===== config.mk =====
export PLATFORM = sky130hd
export DESIGN_NAME = traffic_phase_scheduler
export DESIGN_NICKNAME = d
export VERILOG_FILES = /design/src/rtl/traffic_pkg.sv /design/src/rtl/phase_timer.sv /design/src/rtl/traffic_phase_scheduler.sv
export SDC_FILE = /design/constraint.sdc
export NUM_CORES = 1
export LEC_CHECK = 0
export CORE_ASPECT_RATIO = 1.4
export CORE_MARGIN = 3
export CORE_UTILIZATION = 35
export CTS_CLUSTER_DIAMETER = 40
export DETAILED_ROUTE_END_ITERATION = 8
export MAX_ROUTING_LAYER = met4
export SLEW_MARGIN = 20
export SYNTH_ARGS = -nofsm -noshare
export SYNTH_HDL_FRONTEND = slang
export SYNTH_SLANG_ARGS = --single-unit

===== constraint.sdc =====
create_clock -name clk1 -period 2.15 [get_ports clk1]
set_input_delay 0.5375 -clock clk1 [delete_from_list [all_inputs] [get_ports clk1]]
set_output_delay 0.5375 -clock clk1 [all_outputs]
set_load 0.005 [all_outputs]

===== src/rtl/traffic_pkg.sv =====
// Shared types for the intersection scheduler: phase codes, default durations and lamp decode.
package traffic_pkg;

    typedef enum logic [2:0] {
        AR2   = 3'd0,
        G1    = 3'd1,
        Y1    = 3'd2,
        AR1   = 3'd3,
        G2    = 3'd4,
        Y2    = 3'd5,
        FLASH = 3'd6
    } phase_e;

    localparam int DEF_CNT_W    = 5;
    localparam int DEF_GREEN_T  = 25;
    localparam int DEF_YELLOW_T = 5;
    localparam int DEF_ALLRED_T = 1;
    localparam int DEF_PED_MIN  = 5;

    typedef struct packed {
        logic r1;
        logic y1;
        logic g1;
        logic r2;
        logic y2;
        logic g2;
    } lamps_t;

    function automatic phase_e next_phase(input phase_e p);
        case (p)
            AR2:     return G1;
            G1:      return Y1;
            Y1:      return AR1;
            AR1:     return G2;
            G2:      return Y2;
            default: return AR2;
        endcase
    endfunction

    // flash_y only matters in FLASH, where both ambers blink together.
    function automatic lamps_t lamp_decode(input phase_e p, input logic flash_y);
        lamps_t l;
        l = '0;
        case (p)
            G1: begin
                l.g1 = 1'b1;
                l.r2 = 1'b1;
            end
            Y1: begin
                l.y1 = 1'b1;
                l.r2 = 1'b1;
            end
            G2: begin
                l.r1 = 1'b1;
                l.g2 = 1'b1;
            end
            Y2: begin
                l.r1 = 1'b1;
                l.y2 = 1'b1;
            end
            FLASH: begin
                l.y1 = flash_y;
                l.y2 = flash_y;
            end
            default: begin
                l.r1 = 1'b1;
                l.r2 = 1'b1;
            end
        endcase
        return l;
    endfunction

endpackage


===== src/rtl/phase_timer.sv =====
// Per-phase countdown: load on phase entry, pedestrian cut-down, tick decrement, expiry flag.
module phase_timer #(
    parameter int CNT_W   = 5,
    parameter int RST_VAL = 1
) (
    input  logic             clk,
    input  logic             rst_n,
    input  logic             tick,
    input  logic             load,
    input  logic [CNT_W-1:0] load_val,
    input  logic             cut,
    input  logic [CNT_W-1:0] cut_val,
    output logic [CNT_W-1:0] count,
    output logic             expire
);

    logic [CNT_W-1:0] count_reg;
    logic [CNT_W-1:0] count_next;

    // Load beats cut, cut beats the tick decrement; a cut can only shorten.
    always_comb begin
        count_next = count_reg;
        if (load) begin
            count_next = load_val;
        end else if (cut && (count_reg > cut_val)) begin
            count_next = cut_val;
        end else if (tick && (count_reg > CNT_W'(1))) begin
            count_next = count_reg - CNT_W'(1);
        end
    end

    always_ff @(posedge clk or negedge rst_n) begin
        if (!rst_n) begin
            count_reg <= CNT_W'(RST_VAL);
        end else begin
            count_reg <= count_next;
        end
    end

    assign count  = count_reg;
    assign expire = tick && (count_reg == CNT_W'(1));

endmodule


===== src/rtl/traffic_phase_scheduler.sv =====
// Two-road intersection sequencer: phase FSM, pedestrian arbitration, lamp and display decode.
// Optional night amber-flash mode is built in when NIGHT_FLASH_EN is defined.
module traffic_phase_scheduler
    import traffic_pkg::*;
#(
    parameter int CNT_W    = DEF_CNT_W,
    parameter int GREEN_T  = DEF_GREEN_T,
    parameter int YELLOW_T = DEF_YELLOW_T,
    parameter int ALLRED_T = DEF_ALLRED_T,
    parameter int PED_MIN  = DEF_PED_MIN
) (
    input  logic             clk1,
    input  logic             rst,
    input  logic             tick,
    input  logic [1:0]       ped_req,
`ifdef NIGHT_FLASH_EN
    input  logic             night,
`endif
    output logic [1:0]       ped_ack,
    output logic             LR1,
    output logic             LY1,
    output logic             LG1,
    output logic             LR2,
    output logic             LY2,
    output logic             LG2,
    output logic [CNT_W-1:0] Count,
    output logic             eLED01,
    output logic             eLED23,
    output logic [2:0]       phase
);

    localparam logic [CNT_W-1:0] GREEN_C  = CNT_W'(GREEN_T);
    localparam logic [CNT_W-1:0] YELLOW_C = CNT_W'(YELLOW_T);
    localparam logic [CNT_W-1:0] ALLRED_C = CNT_W'(ALLRED_T);
    localparam logic [CNT_W-1:0] PED_C    = CNT_W'(PED_MIN);

    phase_e           state_reg;
    phase_e           state_next;
    logic [1:0]       pend_reg;
    logic [1:0]       pend_next;
    logic [1:0]       ack_reg;
    logic [1:0]       ack_next;
    lamps_t           lamps_reg;
    lamps_t           lamps_next;
    logic [1:0]       eled_reg;
    logic [1:0]       eled_next;
    logic             flash_y_reg;
    logic             flash_y_next;

    logic             load;
    logic [CNT_W-1:0] load_val;
    logic             cut;
    logic             expire;
    logic [CNT_W-1:0] count;
    logic [1:0]       walk;
    logic [1:0]       enter;
    logic [1:0]       req_eff;

    function automatic logic [CNT_W-1:0] phase_time(input phase_e p);
        case (p)
            G1, G2:  return GREEN_C;
            Y1, Y2:  return YELLOW_C;
            FLASH:   return '0;
            default: return ALLRED_C;
        endcase
    endfunction

    always_comb begin
        state_next = state_reg;
        load       = 1'b0;
        load_val   = ALLRED_C;
        if (state_reg == FLASH) begin
`ifdef NIGHT_FLASH_EN
            if (tick && !night) begin
                state_next = AR2;
                load       = 1'b1;
            end
`else
            state_next = AR2;
            load       = 1'b1;
`endif
        end else if (expire) begin
            state_next = next_phase(state_reg);
`ifdef NIGHT_FLASH_EN
            if (night) begin
                state_next = FLASH;
            end
`endif
            load     = 1'b1;
            load_val = phase_time(state_next);
        end
    end

    // Bit 0 crosses road 1 (walks during G2); bit 1 crosses road 2 (walks during G1).
    generate
        for (genvar gi = 0; gi < 2; gi++) begin : g_ped
            localparam phase_e WALK_PH = (gi == 0) ? G2 : G1;
            assign walk[gi]      = (state_reg == WALK_PH);
            assign enter[gi]     = load && (state_next == WALK_PH);
            assign req_eff[gi]   = pend_reg[gi] | (ped_req[gi] & ~walk[gi]);
            assign pend_next[gi] = (state_reg == FLASH) ? pend_reg[gi] :
                                   enter[gi]            ? 1'b0 : req_eff[gi];
            assign ack_next[gi]  = enter[gi] & pend_reg[gi];
        end
    endgenerate

    assign cut = ((state_reg == G1) && req_eff[0]) || ((state_reg == G2) && req_eff[1]);

    always_comb begin
        flash_y_next = 1'b0;
        if (state_next == FLASH) begin
            if (state_reg != FLASH) begin
                flash_y_next = 1'b1;
            end else if (tick) begin
                flash_y_next = ~flash_y_reg;
            end else begin
                flash_y_next = flash_y_reg;
            end
        end
    end

    // Decode from the next state so lamps, Count and phase all change on the same edge.
    always_comb begin
        lamps_next   = lamp_decode(state_next, flash_y_next);
        eled_next[0] = (state_next == G1) || (state_next == Y1);
        eled_next[1] = (state_next == G2) || (state_next == Y2);
    end

    always_ff @(posedge clk1 or negedge rst) begin
        if (!rst) begin
            state_reg   <= AR2;
            pend_reg    <= '0;
            ack_reg     <= '0;
            lamps_reg   <= '{r1: 1'b1, r2: 1'b1, default: 1'b0};
            eled_reg    <= '0;
            flash_y_reg <= 1'b0;
        end else begin
            state_reg   <= state_next;
            pend_reg    <= pend_next;
            ack_reg     <= ack_next;
            lamps_reg   <= lamps_next;
            eled_reg    <= eled_next;
            flash_y_reg <= flash_y_next;
        end
    end

    phase_timer #(
        .CNT_W  (CNT_W),
        .RST_VAL(ALLRED_T)
    ) u_timer (
        .clk     (clk1),
        .rst_n   (rst),
        .tick    (tick),
        .load    (load),
        .load_val(load_val),
        .cut     (cut),
        .cut_val (PED_C),
        .count   (count),
        .expire  (expire)
    );

    assign ped_ack = ack_reg;
    assign LR1     = lamps_reg.r1;
    assign LY1     = lamps_reg.y1;
    assign LG1     = lamps_reg.g1;
    assign LR2     = lamps_reg.r2;
    assign LY2     = lamps_reg.y2;
    assign LG2     = lamps_reg.g2;
    assign Count   = count;
    assign eLED01  = eled_reg[0];
    assign eLED23  = eled_reg[1];
    assign phase   = state_reg;

endmodule

Word-level counts from Yosys, hierarchy flattened
Index checks and enable logic that the tools add are counted.
{"block": "totals", "register_bits": 21, "input_bits": 5, "wordCells": 81, "out_inout_bits": 18}
{"block": "classes", "n_bitwise": 9, "n_eq_ne": 17, "order_cmp": 2, "n_reduce_logical": 16, "n_mux": 24, "addsub": 1}
{"operator": "two-way mux 5 bit", "n": 5}
{"operator": "== test 3 bit (second input constant)", "n": 8}
{"operator": "one-hot mux 3 bit (5 select lines)", "n": 1}
{"operator": "one-hot mux 5 bit (3 select lines)", "n": 1}
{"operator": "== test 3 x 2 -> 1 bit (second input constant)", "n": 4}
{"operator": "two-way mux 3 bit", "n": 4}
{"operator": "two-way mux 1 bit", "n": 11}
{"operator": "== test 3 x 1 -> 1 bit (second input constant)", "n": 3}
{"operator": "logical AND 1 bit", "n": 7}
{"operator": "OR reduction 3 bit", "n": 2}
{"operator": "== test 5 x 1 -> 1 bit (second input constant)", "n": 1}
{"operator": "greater-than comparator 5 x 1 -> 1 bit (second input constant)", "n": 1}
{"operator": "greater-than comparator 5 x 3 -> 1 bit (second input constant)", "n": 1}
{"operator": "subtractor 5 x 1 -> 5 bit (second input constant)", "n": 1}
{"operator": "bitwise AND 1 bit", "n": 4}
{"operator": "one-hot mux 1 bit (2 select lines)", "n": 2}
{"operator": "OR reduction 2 bit", "n": 2}
{"operator": "zero test 3 bit", "n": 1}
{"operator": "logical OR 1 bit", "n": 3}
{"operator": "inequality test 3 bit (second input constant)", "n": 1}
{"operator": "inverter 1 bit", "n": 3}
{"operator": "nonzero test 3 bit", "n": 1}
{"operator": "bitwise OR 1 bit", "n": 2}

Longest topological paths before layout
Gate-level depths: netlist (run 1).
{"block": "depth", "ltp_word": 10, "ltp_mapped": 7}

Modules after synthesis
A second synthesis (run 1) with hierarchy kept.
{"block": "hier_totals", "cells_unflattened": 134, "area_unflattened_um2": 1271.2}
{"mod": "traffic_phase_scheduler", "area_each_um2": 724.4, "instances": 1, "seq_area_each_um2": 377.9, "cells_each": 70}
{"mod": "phase_timer", "area_each_um2": 546.8, "instances": 1, "seq_area_each_um2": 126.4, "cells_each": 64}

Least setup slack after synthesis (run 1)
OpenSTA, ideal clock, no wires.
{"block": "synth_path", "path_type": "flip-flop to flip-flop", "start": "register u_timer.count_reg[0] (netlist: u_timer.count[0])", "end": "register u_timer.count_reg[4] (netlist: u_timer.count[4])", "setup_slack_ps": 321, "arrival_ps": 1730, "path_stages_with_launch": 7, "synth_period_minus_slack_ps": 1829, "setup_ps": 99, "cell_sequence": "dfstp_2 -> ha_1 -> o21ba_1 -> a211o_1 -> a21oi_4 -> a31oi_1 -> a311oi_1"}
{"block": "synth_via", "elab_chain_cells": 5, "elab_cells_between_ends": 15, "classes_between": "1 x add/sub; 2 x order compare; 1 x eq/ne; 7 x mux; 4 x reduce/logical"}
{"item": "from (decl)", "line_no": "phase_timer.sv:17", "source": "logic [CNT_W-1:0] count_reg;"}
{"item": "from (signal assigned)", "line_no": "phase_timer.sv:34", "source": "count_reg <= CNT_W'(RST_VAL);"}
{"item": "from (signal assigned)", "line_no": "phase_timer.sv:36", "source": "count_reg <= count_next;"}
{"item": "parallel branches: the longest is 5 deep, another holds subtractor 5 x 1 -> 5 bit"}
Parallel ways; which one is timed is not known. The select of a mux whose other input is x is not followed.
A chain may end at the register's enable or synchronous reset.

Final worst setup path (run 1)
Ends and elaborated chain as after synthesis.

==> results of run 1 <==
synthesized netlist by cell type (all sizes together):
master  instances  area share (%)
xnor2           3             2.5
dfstp           3             7.4
o41a            1             1.2
a31oi           4             2.3
nand2b          3             1.8
nor3b           1            0.70
mux2i           1            0.94
or2             1            0.59
a211o           2             1.6
o2111a          1             1.1
nand3          10             5.2
o32ai           1            0.82
nand2           9             3.2
and3            1            0.59
and4            1            0.82
o21ba           1            0.94
inv             7             2.5
or3b            1            0.82
nor3            4             2.3
and2            1            0.59
o21a            1            0.70
a21oi           8             4.8
buf             4             3.6
nor2b           1            0.59
a211oi          1             1.2
a21boi          1            0.70
or4             1            0.70
dfrtp          17              40
nor2            9             3.2
a311oi          1            0.82
ha              2             2.3
clkbuf          2            0.70
o21ai           4             1.9
o22ai           2             1.2
power groups by stage:
stage	Sequential [mW]	Clock (mW)	Combinational (mW)
floorplan	0.383	0	0.00476
global placement	0.383	0	0.0217
detailed placement	0.383	0	0.0220
CTS	0.376	0.291	0.0220
global route	0.376	0.304	0.0236
finish	0.376	0.282	0.0211
layer usage:
metal / track usage [%] / vias to the layer above / wire [um]
li1: - / 439 / -
met1: 15.73 / 455 / 934
met2: 25.28 / 24 / 1329
met3: 2.911 / 5 / 103
met4: 7.670 / 0 / 47
met5: - / - / 0
area by class of cell:
type	instances	area, um2	area share, %
clock buffer	4	55.05	3.989
inverter	7	26.28	1.904
multi-input combinational	77	490.5	35.54
sequential	20	504.2	36.54
tap	37	46.29	3.354
timing repair buffer	27	257.7	18.68
worst reg2reg max path, stage by stage (launching register included):
cell      delay (ps)
dfstp_2          590
ha_1             220
o21ba_1          180
a211o_1          340
a21oi_4          220
a31oi_1          110
a311oi_1         220
stage by stage:
stage / std cells / util [%] / worst slack, ps / area [um2]
finish: 172 / 47.96 / 175.4 / 1380
global route: 172 / 47.96 / 26.93 / 1380
CTS: 172 / 47.96 / 150.6 / 1380
detailed placement: 168 / 46.04 / 152.6 / 1325
global placement: 168 / 46.04 / 216.0 / 1325
floorplan: 110 / - / 320.7 / 1067
final timing paths:
check,start,end,slack (ps),depth (start not counted)
setup reg to reg,u_timer.count[0],u_timer.count[4],180,6
setup / recovery,u_timer.count[0],u_timer.count[4],180,6
max in group asynchronous,rst,u_timer.count[0],1270,2
hold reg to reg,pend_reg[0],pend_reg[0],530,2
min in group asynchronous,rst,ped_ack[0],620,2
hold / removal,pend_reg[0],pend_reg[0],530,2
cell families (layout without fill, tap and decap cells):
| kind of cell | Yosys count | after routing | synth area share (%) |
|---|---|---|---|
| AOI/OAI and AO/OA | 28 | 28 | 19.23 |
| xor gates and xnor gates | 3 | 3 | 2.462 |
| adders and majority gates | 2 | 2 | 2.344 |
| buffers and inverters | 13 | 38 | 6.800 |
| DFF | 20 | 20 | 47.25 |
| muxes | 1 | 1 | 0.9379 |
| and+or+nand+nor | 43 | 43 | 20.99 |
==> qor.yml, run 1 <==
synthesis:
  yosysWarnings: 0
  synth_area_per_cell_um2: 9.702
  synth_cells: 110
  yosys.cell_types.count: 38
  netlist_area_um2: 1067
  ys_seq_elements: 20
  synth_nets: 117
  yosysSeqAreaShare_pct: 47.25
worst_setup_path:
  cp-start-kind: "flop"
  cp.arrival_ps: 2130
  cpMaxStageDelayCell: "dfstp_2"
  path_class: "flop to flop"
  cp_data_required_time_ps: 2310
  critPathMaxStageDelay_ps: 590
  crit_family: "compound AO/OA/AOI/OAI gates"
  critPathCaptureType: "flop"
  critPathBufInv: 0
  path_cells: "ha_1 -> o21ba_1 -> a211o_1 -> a21oi_4 -> a31oi_1 -> a311oi_1"
  crit_fanout: 7
power:
  intPower_mw: 0.5490
  total_power_mw: 0.6791
  clockPowerShare_pct: 41.5
  powerDensity_nw_per_um2: 492.1
  leakage_nw: 0.5855
  p_sw_mw: 0.1301
  comb_power_share_pct: 3.1
  switching_share_pct: 19.15
  ir_worst_vdd_v: 0.0002821
  sequentialPowerShare_pct: 55.4
die:
  die_area_um2: 3757
  num_rows: 23
  io_pins: 23
  dieHeight_um: 71.34
  core_area_um2: 2878
  dieWidth_um: 52.67
  start_util_pct: 37.09
detailed_routing:
  antenna_left: 0
  first_iter_violations: 8
  num_vias: 923
  wirelength_um: 2415
  drc: 0
  firstDrtPassIters: 4
  vias_per_cell: 5.366
  wl_per_cell_um: 14.04
finish:
  fill_cells: 285
  syn_to_final_growth_pct: 29.31
  fin_nets: 143
  layout-drive-gt1-share_pct: 13.33
  final_cell_mix: "22 x clkdlybuf4s50_1, 17 x dfrtp_1, 9 x nand2_1, 9 x nand3_1, 9 x nor2_1"
  antenna_cells: 0
  final_common_cell: "clkdlybuf4s50_1"
  largest_reg_flops: 5
hold_path:
  hold_path.class: "flop to flop"
sta:
  timing_hold_violations_final: 0
  fmaxAchievable_ghz: 0.5064
  finClkSkew_ps: 2.435
  max_slew_margin_pct: 74.33
  rsz0062_at_grt: "no"
  period_needed_ps: 1975
  holdWs_ps: 529.5
  drv_slew: 0
  worst_pin_slew_ps: 382.2
  finalCritPeriodShare_pct: 91.84
  setup_viol: 0
  finalSetupTns_ps: 0
clocking:
  cts-root-buf: "clkbuf_8"
  htreeDepth: 1
  clock_sinks: 20
  hold_buffers: 0
  cts.clk_slew.worst_paths_ps: 70
  clk_latency_ps: 260
  cts_max_path_buffers: 2
  cts_tree: "built"
  cts_resized: 0
  postCtsSetupRepairBufs: 0
  cts_made_buffers: 3
placed_design:
  dp_hpwl_um: 1874
  portBuffers: 22
  gp_congestion: 0.8556
global_routing:
  gr-total-overflow: 0
  grt_max_degree: 21
  antenna_found_initial: 0
  grt_pass1_vias: 939
  grt_pass1_wl_um: 4160
  grt_use_total_pct: 14.82
status:
  status: "finished clean"
flow_run:
  max-cap-violations: 0
Note: power is estimated with default switching activity, not from simulation.
==> run 2: changes to the inputs <==
--- a/config.mk
+++ b/config.mk
@@ -10,6 +10,7 @@
 export CORE_UTILIZATION = 35
 export CTS_CLUSTER_DIAMETER = 40
 export DETAILED_ROUTE_END_ITERATION = 8
+export DONT_BUFFER_PORTS = 1
 export MAX_ROUTING_LAYER = met4
 export SLEW_MARGIN = 20
 export SYNTH_ARGS = -nofsm -noshare
==> run 2 against run 1 <==
Compared with the run above:
- clock power barely moved
- global-route usage shrank 0.38 points
- fmax is 0.62% lower
- clock skew is 1.2 ps lower
- power shrank 2.2%
- critical endpoint unchanged
- largest power group unchanged
==> qor.yml, run 2 (same netlist as run 1, synthesis figures left out) <==
sta:
  finalSetupTns_ps: 0  # unchanged
  holdWs_ps: 119.0  # -410.5 ps
  setup_viol: 0  # unchanged
  drv_slew: 0  # unchanged
  finClkSkew_ps: 1.261  # -1.175 ps
  period_needed_ps: 1987  # +12.41 ps
  worst_pin_slew_ps: 795.8  # +413.6 ps
  max_slew_margin_pct: 46.77  # -28 points
  finalCritPeriodShare_pct: 92.42  # +0.58 points
  timing_hold_violations_final: 0  # unchanged
  fmaxAchievable_ghz: 0.5033  # -0.62%
  rsz0062_at_grt: "no"
status:
  status: "finished clean"
die:
  dieWidth_um: 52.67  # unchanged
  io_pins: 23  # unchanged
  num_rows: 23  # unchanged
  die_area_um2: 3757  # unchanged
  start_util_pct: 37.09  # unchanged
  dieHeight_um: 71.34  # unchanged
  core_area_um2: 2878  # unchanged
clocking:
  cts_made_buffers: 3  # unchanged
  clk_latency_ps: 250  # about the same
  htreeDepth: 1  # unchanged
  postCtsSetupRepairBufs: 0  # unchanged
  cts-root-buf: "clkbuf_8"
  cts_tree: "built"
  cts_max_path_buffers: 2  # unchanged
  cts.clk_slew.worst_paths_ps: 70  # about the same
  clock_sinks: 20  # unchanged
finish:
  antenna_cells: 0  # unchanged
  final_common_cell: "dfrtp_1"
  final_cell_mix: "17 x dfrtp_1, 9 x nand2_1, 9 x nand3_1, 9 x nor2_1"
  fin_nets: 120  # -16%
  multi_input_area_um2: 493.0  # +0.51%
  seqCellArea_um2: 504.2  # unchanged
  final_area_um2: 1157  # -16%
  layout-drive-gt1-share_pct: 15.18  # +1.8 points
  largest_reg_flops: 5  # unchanged
  fin_util_pct: 40.22  # -7.7 points
  syn_to_final_growth_pct: 8.441
  fill_cells: 291  # +2.1%
global_routing:
  grt_pass1_vias: 811  # -14%
  grt_max_degree: 18  # -14%
  gr-total-overflow: 0  # unchanged
  grt_pass1_wl_um: 4002  # -3.8%
  antenna_found_initial: 0  # unchanged
  grt_use_total_pct: 14.44  # -0.38 points
flow_run:
  max-cap-violations: 0  # unchanged
worst_setup_path:
  crit_fanout: 7  # unchanged
  ff2ff_path_depth: 6  # unchanged
  path_class: "flop to flop"
  cp.arrival_ps: 2140  # about the same
  cp-startpoint: "u_timer.count[0]"
  timing.rr.start: "u_timer.count[0]"
  cp_data_required_time_ps: 2300  # about the same
  rrSetupSlack_ps: 160  # about the same
  critPathCaptureType: "flop"
  cp-start-kind: "flop"
  regToRegEndpoint: "u_timer.count[4]"
detailed_routing:
  firstDrtPassIters: 4  # unchanged
  vias_per_cell: 5.423  # +1.1%
  first_iter_violations: 12  # +4
  antenna_left: 0  # unchanged
  wl_per_cell_um: 15.34  # +9.3%
  num_vias: 808  # -12%
  wirelength_um: 2286  # -5.3%
  drc: 0  # unchanged
placed_design:
  place_area_um2: 1090  # -18%
  gp_congestion: 0.8902  # +4.0%
  dp_hpwl_um: 1687  # -10%
  portBuffers: 0  # -100%
power:
  total_power_mw: 0.6641  # -2.2%
  powerDensity_nw_per_um2: 573.8  # +17%
  ir_worst_vdd_v: 0.0002886  # +2.3%
  leakage_nw: 0.4994  # -15%
hold_path:
  hold_path.class: "input pin to asynchronous set/reset pin"
-- run 2: changes by cell type in the layout (fill, tap and decap cells not counted) --
cell,delta
clkdlybuf4s50_1,-22
dlygate4sd3_1,+1
ha_2,+1
buf_4,-2
ha_1,-1
-- run 2: how the worst max path moves through the flow --
stage                     cells after the start  slack, ps                to
final                                         6        160  u_timer.count[4]
after global routing                          6         20  u_timer.count[4]
after CTS                                     6        130  u_timer.count[4]
after detailed placement                      6        150  u_timer.count[4]
after global placement                        6        250  u_timer.count[4]
after floorplan                               6        320  u_timer.count[4]
-- run 2: metal layers --
metal	global-route usage (%)	up-vias	share of wire, %
li1	-	393	-
met1	18.65	391	44
met2	21.69	20	50
met3	2.495	4	4.7
met4	6.818	0	1.5
met5	-	-	0
-- run 2: worst max-delay path, cell delays in order, from the launching register on --
cell	delay [ps]
dfstp_2	600
ha_2	220
o21ba_1	160
a211o_1	340
a21oi_4	230
a31oi_1	110
a311oi_1	220
-- run 2: cell type report --
cell class	count	area share, %
clock buffer	4	4.757
timing repair buffer	4	2.811
tap	37	4.000
sequential	20	43.57
inverter	7	2.270
multi-input combinational	77	42.59
-- run 2: stage by stage --
step / cells / worst slack (ps)
finish: 149 / 163.0
global route: 149 / 20.88
CTS: 149 / 131.3
detailed placement: 144 / 145.8
global placement: 144 / 247.1
floorplan: 110 / 320.7
-- run 2: where the power goes --
| group | switching [mW] | total (mW) | internal, mW |
|---|---|---|---|
| combinational | 0.00681 | 0.00897 | 0.00216 |
| clock | 0.116 | 0.279 | 0.163 |
| sequential | 0.0000000000000000793 | 0.376 | 0.376 |
| total | 0.123 | 0.664 | 0.541 |
-- run 2: what timing repair did --
| item | in CTS | in global routing |
|---|---|---|
| hold buffers | 1 | 0 |
| hold endpoints to repair | 17 | 0 |
| endpoints found under the setup margin | 0 | 1 |
| resized for setup | 0 | 1 |
